<file path="src/rtl/minimig_spi_pkg.sv">
// Shared types and constants for the Minimig host-side SPI master.
package minimig_spi_pkg;
  typedef enum logic [0:0] {IDLE = 1'b0, SHIFT = 1'b1} spi_state_e;

  localparam int SPI_BYTE_W       = 8;
  localparam int CS_W_DEFAULT     = 4;
  localparam int CS_SD            = 0;
  localparam int CS_MINIMIG_FIRST = 1;
endpackage

</file>
<file path="src/rtl/minimig_spi_host_timer.sv">
// SCK generator for the SPI master: half-period divider plus 3-bit bit counter.
module spi_bit_timer #(
  parameter int CLK_DIV = 2
) (
  input  logic clk,
  input  logic rst,
  input  logic start,
  input  logic active,
  output logic sck,
  output logic sample_en,
  output logic shift_en,
  output logic last_bit
);
  localparam logic [7:0] DIV_LAST = 8'(CLK_DIV - 1);

  logic [7:0] div_cnt;
  logic [2:0] bit_cnt;
  logic       div_tc;

  assign div_tc    = (div_cnt == DIV_LAST);
  assign last_bit  = (bit_cnt == 3'd7);
  // Sampling and shifting share the last cycle of each high phase.
  assign sample_en = active && sck && div_tc;
  assign shift_en  = sample_en && !last_bit;

  always_ff @(posedge clk or posedge rst) begin
    if (rst) begin
      div_cnt <= '0;
      bit_cnt <= '0;
      sck     <= 1'b0;
    end else if (start) begin
      div_cnt <= '0;
      bit_cnt <= '0;
      sck     <= 1'b0;
    end else if (active) begin
      if (div_tc) begin
        div_cnt <= '0;
        sck     <= ~sck;
        if (sck) bit_cnt <= bit_cnt + 3'd1;
      end else begin
        div_cnt <= div_cnt + 8'd1;
      end
    end
  end
endmodule

</file>
<file path="src/rtl/minimig_spi_host.sv">
// Byte-wide SPI mode-0 master driving Minimig's host SPI link and SD-card select.
module minimig_spi_host
  import minimig_spi_pkg::*;
#(
  parameter int CLK_DIV = 2,
  parameter int CS_W    = CS_W_DEFAULT
) (
  input  logic                  clk,
  input  logic                  rst,
  input  logic                  cs_wr,
  input  logic [CS_W-1:0]       cs_n_in,
  input  logic                  tx_valid,
  output logic                  tx_ready,
  input  logic [SPI_BYTE_W-1:0] tx_data,
  output logic                  rx_valid,
  output logic [SPI_BYTE_W-1:0] rx_data,
  output logic                  busy,
  output logic                  sck,
  output logic                  sdo,
  input  logic                  sdi,
  output logic [CS_W-1:0]       scs_n
);
  localparam logic [0:0] ST_IDLE  = IDLE;
  localparam logic [0:0] ST_SHIFT = SHIFT;

  logic [0:0]            state;
  logic [SPI_BYTE_W-1:0] shreg;
  logic                  accept;
  logic                  sample_en;
  logic                  shift_en;
  logic                  last_bit;

  assign tx_ready = (state == ST_IDLE);
  assign busy     = (state == ST_SHIFT);
  assign accept   = tx_valid && tx_ready;

  spi_bit_timer #(.CLK_DIV(CLK_DIV)) u_timer (
    .clk       (clk),
    .rst       (rst),
    .start     (accept),
    .active    (busy),
    .sck       (sck),
    .sample_en (sample_en),
    .shift_en  (shift_en),
    .last_bit  (last_bit)
  );

  always_ff @(posedge clk or posedge rst) begin
    if (rst) begin
      state    <= ST_IDLE;
      shreg    <= '0;
      sdo      <= 1'b1;
      rx_valid <= 1'b0;
      rx_data  <= '0;
    end else begin
      rx_valid <= 1'b0;
      if (accept) begin
        state <= ST_SHIFT;
        shreg <= tx_data;
        sdo   <= tx_data[SPI_BYTE_W-1];
      end else if (shift_en) begin
        shreg <= {shreg[SPI_BYTE_W-2:0], sdi};
        sdo   <= shreg[SPI_BYTE_W-2];
      end else if (sample_en && last_bit) begin
        state    <= ST_IDLE;
        rx_data  <= {shreg[SPI_BYTE_W-2:0], sdi};
        rx_valid <= 1'b1;
        sdo      <= 1'b1;
      end
    end
  end

  // Selects only move while idle so a transfer never sees a select edge.
  always_ff @(posedge clk or posedge rst) begin
    if (rst) begin
      scs_n <= '1;
    end else if (cs_wr && tx_ready && !accept) begin
      scs_n <= cs_n_in;
    end
  end
endmodule
</file>
<file path="config.mk">
export PLATFORM = sky130hd
export DESIGN_NAME = minimig_spi_host
export DESIGN_NICKNAME = d
export VERILOG_FILES = /design/src/rtl/minimig_spi_pkg.sv /design/src/rtl/minimig_spi_host_timer.sv /design/src/rtl/minimig_spi_host.sv
export SDC_FILE = /design/constraint.sdc
export NUM_CORES = 1
export LEC_CHECK = 0
export CAP_MARGIN = 10
export CORE_ASPECT_RATIO = 1.75
export CORE_MARGIN = 3
export CORE_UTILIZATION = 55
export CTS_BUF_LIST = sky130_fd_sc_hd__clkbuf_4
export DETAILED_ROUTE_END_ITERATION = 6
export PLACE_DENSITY_LB_ADDON = 0.12
export SYNTH_ARGS = -nofsm -noshare
export SYNTH_HDL_FRONTEND = slang
export SYNTH_HIERARCHICAL = 1
export SYNTH_SLANG_ARGS = --single-unit
</file>
<file path="constraint.sdc">
create_clock -name clk -period 5.71 [get_ports clk]
set_input_delay 0.8565 -clock clk [delete_from_list [all_inputs] [get_ports clk]]
set_output_delay 0.8565 -clock clk [all_outputs]
set_load 0.02 [all_outputs]
</file>
==> results of run 1 <==
-- kinds of logic after synthesis --
kind of cell               synth area share
and+or+nand+nor                       0.147
DFF                                   0.529
AOI/OAI and AO/OA                    0.0926
muxes                                 0.148
buffers and inverters                0.0370
adders and majority gates            0.0309
xor gates and xnor gates             0.0162
-- registers in the layout, summed over array words and instances, names as in the netlist --
signal           flops
busy                 1
rx_data              8
rx_valid             1
scs_n                4
sdo                  1
shreg                7
u_timer/bit_cnt      3
u_timer/div_cnt      8
u_timer/sck          1
-- synthesized netlist by cell type (all sizes together) --
library cell	n	share of area
dfstp	5	0.081
inv	5	0.012
xnor2	1	0.0054
o21bai	1	0.0046
or3	4	0.015
a21oi	6	0.019
nor3	2	0.020
buf	4	0.016
and2	1	0.0039
nand3	1	0.0031
a211oi	1	0.0046
ha	4	0.031
o41ai	2	0.011
nor2	6	0.014
mux2i	9	0.056
clkbuf	4	0.0093
and3b	1	0.0054
nand2b	5	0.019
o21ai	11	0.034
o2111ai	2	0.011
or4b	2	0.015
nand4	1	0.0039
dfrtp	29	0.45
nand2	12	0.028
nor2b	4	0.015
mux2	13	0.093
nor4	1	0.0039
o211ai	1	0.0046
xor2	2	0.011
o31ai	1	0.0046
-- layout make-up --
cell class | count | area share
Tap cell | 27 | 0.0167
Multi-Input combinational cell | 94 | 0.354
Timing Repair Buffer | 35 | 0.171
Inverter | 5 | 0.00931
Clock buffer | 5 | 0.0186
Clock inverter | 3 | 0.00558
Sequential cell | 34 | 0.425
-- stage by stage --
step                area (sq um)  utilization  hold WS [ns]
global route                2020        0.733         0.540
global placement            1970        0.715         0.492
finish                      2020        0.733         0.516
detailed placement          1970        0.715         0.496
CTS                         2020        0.733         0.520
floorplan                   1620            -         0.501
-- report_power, final --
part	switching, mW	internal, mW
registers	0.0697	0.314
logic	0.125	0.124
clock network	0.0766	0.0438
total	0.272	0.482
-- worst register-to-register path, cell delays in order, from the launching register on --
cell,delay (ns)
dfrtp_1,0.43
inv_1,0.07
ha_1,0.13
or4b_1,0.60
nor3_4,0.35
nand2_1,0.15
nor3_4,0.39
mux2_2,0.40
-- per-layer routing --
metal / vias up / share of wire / global-route usage
met5: - / 0 / 0
met4: 0 / 0.015 / 0.0914
met3: 5 / 0.049 / 0.0510
met2: 28 / 0.55 / 0.360
met1: 574 / 0.38 / 0.229
li1: 564 / - / -
-- final timing paths --
kind,startpoint,endpoint,slack (ns),cells after the start
setup / recovery,u_timer/div_cnt[1],rx_data[2],3.10,7
hold / removal,rx_data[3],rx_data[3],0.52,1
setup reg to reg,u_timer/div_cnt[1],rx_data[2],3.10,7
hold reg to reg,rx_data[3],rx_data[3],0.52,1
max in group asynchronous,rst,rx_data[2],4.22,2
min in group asynchronous,rst,u_timer/div_cnt[2],0.86,2
==> results.cfg, run 1 <==
[global_route]
grt_use_total = 0.210
antenna_found_initial = 0
grt_pass1_wl_um = 5500
grt_pass1_vias = 1182
grt_max_degree = 32
overflow = 0

[timing]
rsz0062_at_grt = no
finalHoldViolCount = 0
clock.fmax_ghz = 0.383
tightest_slew_ns = 0.798
relSlewSlack = 0.467
setup-violations-final = 0
clock_skew_ns = 0.00645
final.setup.tns_ns = 0
drv_slew = 0
period_needed_ns = 2.61
finalCritPeriodShare = 0.458
layout_setup_ws_ns = 3.10

[placed_design]
dpl.hpwl_um = 2430
place_congestion = 0.744
dp.cells = 195
dp_slack_ns = 3.01
port_buffers = 33

[cts]
h-tree-depth = 2
post_cts_buffers = 0
cts_resized = 0
path_clk_slew_ns = 0.10
cts.sink_count = 34
cts_tree = done
root_buffer = clkbuf_4
clk_latency_ns = 0.33
holdBufCountCts = 0
cts_buffers = 5
cts_max_path_buffers = 2

[finish]
multiInputGateArea_sq_um = 713
seqCellArea_sq_um = 857
antenna_cells = 0
layout_commonest_cell = clkdlybuf4s50_1
drive_above_1_share = 0.170
area_delta_synth_final_pct = 24.4
instances_no_fill = 203
final_nets = 196
n_fill_cell = 197
layout_common_cells = clkdlybuf4s50_1 (33), dfrtp_1 (29), nand2_1 (12), mux2_2 (12), o21ai_0 (11)

[detailed_routing]
drc = 0
routed_wl_um = 3250
drtAntennaViolNets = 0
num_vias = 1171
wl_per_cell_um = 16.0
dr.pass1.iters = 4
drt_iter0_drc = 17
viasPerCell = 5.77

[job]
maxCapViolations = 0

[worst_hold_path]
hp-class = flop to flop

[critical_path]
path_common_cell = nor3_4
cp.required_ns = 5.93
worst-setup-path-type = flop to flop
cp_cell_sequence = inv_1 -> ha_1 -> or4b_1 -> nor3_4 -> nand2_1 -> nor3_4 -> mux2_2
crit_arrival_ns = 2.83
critPathLaunchType = flop
endpoint_kind = flop
cp.buffers_inverters = 1
slowest_delay_ns = 0.60
critPathTopFamily = simple AND/OR/NAND/NOR gates
path_max_fanout = 10
slowest_stage = or4b_1

[yosys]
ys_ff_latch = 34
synth_nets = 162
syn_area_sq_um = 1620
yosys_warnings = 6
yosysUniqueCellTypes = 33
ys_seq_area_frac = 0.529
synthCells = 141
syn_avg_cell_area_sq_um = 11.5

[floorplanning]
placeableCoreArea_sq_um = 2750
rows = 25
start_util = 0.589
io_pins = 34
die_h_um = 77.8
die_x_um = 47.0
die_area_sq_um = 3660

[status]
status = finished, final reports clean

[power]
peakVddDrop_uv = 259
p_per_area_nw_per_um2 = 374
total_power_mw = 0.753
p_leak_nw = 0.845
Power figures use the tool's default switching activity.
==> run 2: changes to the inputs <==
--- a/config.mk
+++ b/config.mk
@@ -8,7 +8,7 @@
 export CAP_MARGIN = 10
 export CORE_ASPECT_RATIO = 1.75
 export CORE_MARGIN = 3
-export CORE_UTILIZATION = 55
+export CORE_UTILIZATION = 52
 export CTS_BUF_LIST = sky130_fd_sc_hd__clkbuf_4
 export DETAILED_ROUTE_END_ITERATION = 6
 export PLACE_DENSITY_LB_ADDON = 0.12
==> constraint.sdc (replaced) <==
create_clock -name clk -period 2.6 [get_ports clk]
set_input_delay 0.39 -clock clk [delete_from_list [all_inputs] [get_ports clk]]
set_output_delay 0.39 -clock clk [all_outputs]
set_load 0.02 [all_outputs]
==> run 2 against run 1 <==
Die area is 5.2% higher. Total power is 120% higher. Count of clock-buffer cells in the layout is 2 higher. Register-to-register slack worse by 2.9 ns. Utilization is 3.2 points lower. Sequential share of layout area is 1.2 points lower. Worst setup slack worse by 2.9 ns. Critical path type unchanged.
==> results.cfg, run 2 (synthesis gave the netlist of run 1 again) <==
[status]
status = finished, final reports clean

[detailed_routing]
drc = 0
drt_iter0_drc = 19
drtAntennaViolNets = 0
viasPerCell = 5.34
routed_wl_um = 3310
wl_per_cell_um = 14.9
num_vias = 1186
dr.pass1.iters = 4

[global_route]
grt_pass1_wl_um = 5500
grt_max_degree = 27
grt_use_total = 0.204
antenna_found_initial = 0
overflow = 0
grt_pass1_vias = 1240

[floorplanning]
die_x_um = 48.2
start_util = 0.548
die_h_um = 79.9
placeableCoreArea_sq_um = 2960
io_pins = 34
die_area_sq_um = 3850
rows = 26

[timing]
finalHoldViolCount = 0
rsz0062_at_grt = no
final.setup.tns_ns = 0
tightest_slew_ns = 0.785
drv_slew = 0
finalCritPeriodShare = 0.924
holdWs_ns = 0.399
clock_skew_ns = 0.00887
setup-violations-final = 0
clock.fmax_ghz = 0.416
period_needed_ns = 2.40
relSlewSlack = 0.476

[cts]
cts.sink_count = 34
clk_latency_ns = 0.34
path_clk_slew_ns = 0.10
cts_buffers = 5
cts_max_path_buffers = 2
cts_tree = done
holdBufCountCts = 0
post_cts_buffers = 0
root_buffer = clkbuf_4
h-tree-depth = 2
cts_resized = 0

[placed_design]
dpl.hpwl_um = 2520
dpl-instance-area_sq_um = 2020
place_congestion = 0.795
port_buffers = 33

[critical_path]
cp.required_ns = 2.83
critPathLaunchType = flop
endpoint_kind = flop
crit_arrival_ns = 2.63
worst-setup-path-type = flop to flop
path_max_fanout = 9

[finish]
area_delta_synth_final_pct = 27.9
layout_commonest_cell = clkdlybuf4s50_1
layout_common_cells = clkdlybuf4s50_1 (33), dfrtp_1 (29), nand2_1 (12), mux2_2 (12), o21ai_0 (11)
n_fill_cell = 219
reg.largest.list = rx_data x8, u_timer/div_cnt x8, shreg x7
drive_above_1_share = 0.200
antenna_cells = 0
final_nets = 200
postLayoutCellArea_sq_um = 2070

[power]
peakVddDrop_uv = 540
p_leak_nw = 0.871
p_per_area_nw_per_um2 = 811

[worst_hold_path]
hp-class = input pin to asynchronous set/reset pin

[job]
maxCapViolations = 0
==> run 2: cell count changes in the layout (fill, tap and decap cells not counted) <==
cell	previous run	this run
clkinv_1	3	1
buf_4	2	6
clkbuf_4	5	7
==> run 2: critical path: stages, from the launching register on <==
cell     delay (ns)
dfrtp_1        0.42
inv_1          0.07
ha_1           0.12
or4b_1         0.59
nor3_4         0.23
nand2_1        0.12
nor3_4         0.37
mux2_2         0.39
==> run 2: per-layer routing <==
layer  GRT usage  vias to the layer above  part of all wire
met5           0                        -                 0
li1            -                      571                 -
met3      0.0655                        9             0.044
met1       0.201                      581              0.36
met2       0.349                       25              0.57
met4       0.108                        0             0.029
==> run 2: cell type report <==
class | instances | area, sq um | area share
clock buffer | 7 | 52.6 | 0.0253
tap | 42 | 52.6 | 0.0253
timing repair buffer | 39 | 375 | 0.181
sequential | 34 | 857 | 0.413
clock inverter | 1 | 3.75 | 0.00181
multi-input combinational | 94 | 713 | 0.344
inverter | 5 | 18.8 | 0.00905
==> run 2: path summary, 6_finish.rpt <==
kind	cells after the start	slack [ns]	to	startpoint
worst min-delay path	2	0.40	u_timer/div_cnt[7]	rst
worst max-delay path	7	0.20	rx_data[0]	u_timer/div_cnt[1]
max in group asynchronous	2	1.58	rx_data[7]	rst
min in group clk	1	0.52	rx_data[3]	rx_data[3]
worst min register to register	1	0.52	rx_data[3]	rx_data[3]
worst max register to register	7	0.20	rx_data[0]	u_timer/div_cnt[1]
==> run 2: metrics by stage <==
stage | std cells | setup slack (ns) | total power, mW | util
after floorplan | 141 | 0.250 | 1.21 | -
after global placement | 214 | 0.276 | 1.36 | 0.681
after detailed placement | 214 | 0.180 | 1.40 | 0.681
after CTS | 222 | 0.170 | 1.70 | 0.700
after global routing | 222 | 0.0722 | 1.81 | 0.700
final | 222 | 0.197 | 1.68 | 0.700
==> run 2: power by group <==
part | switching (mW) | total, mW | internal, mW
registers | 0.147 | 0.836 | 0.689
clock network | 0.165 | 0.290 | 0.125
logic | 0.277 | 0.556 | 0.279
total | 0.589 | 1.68 | 1.09
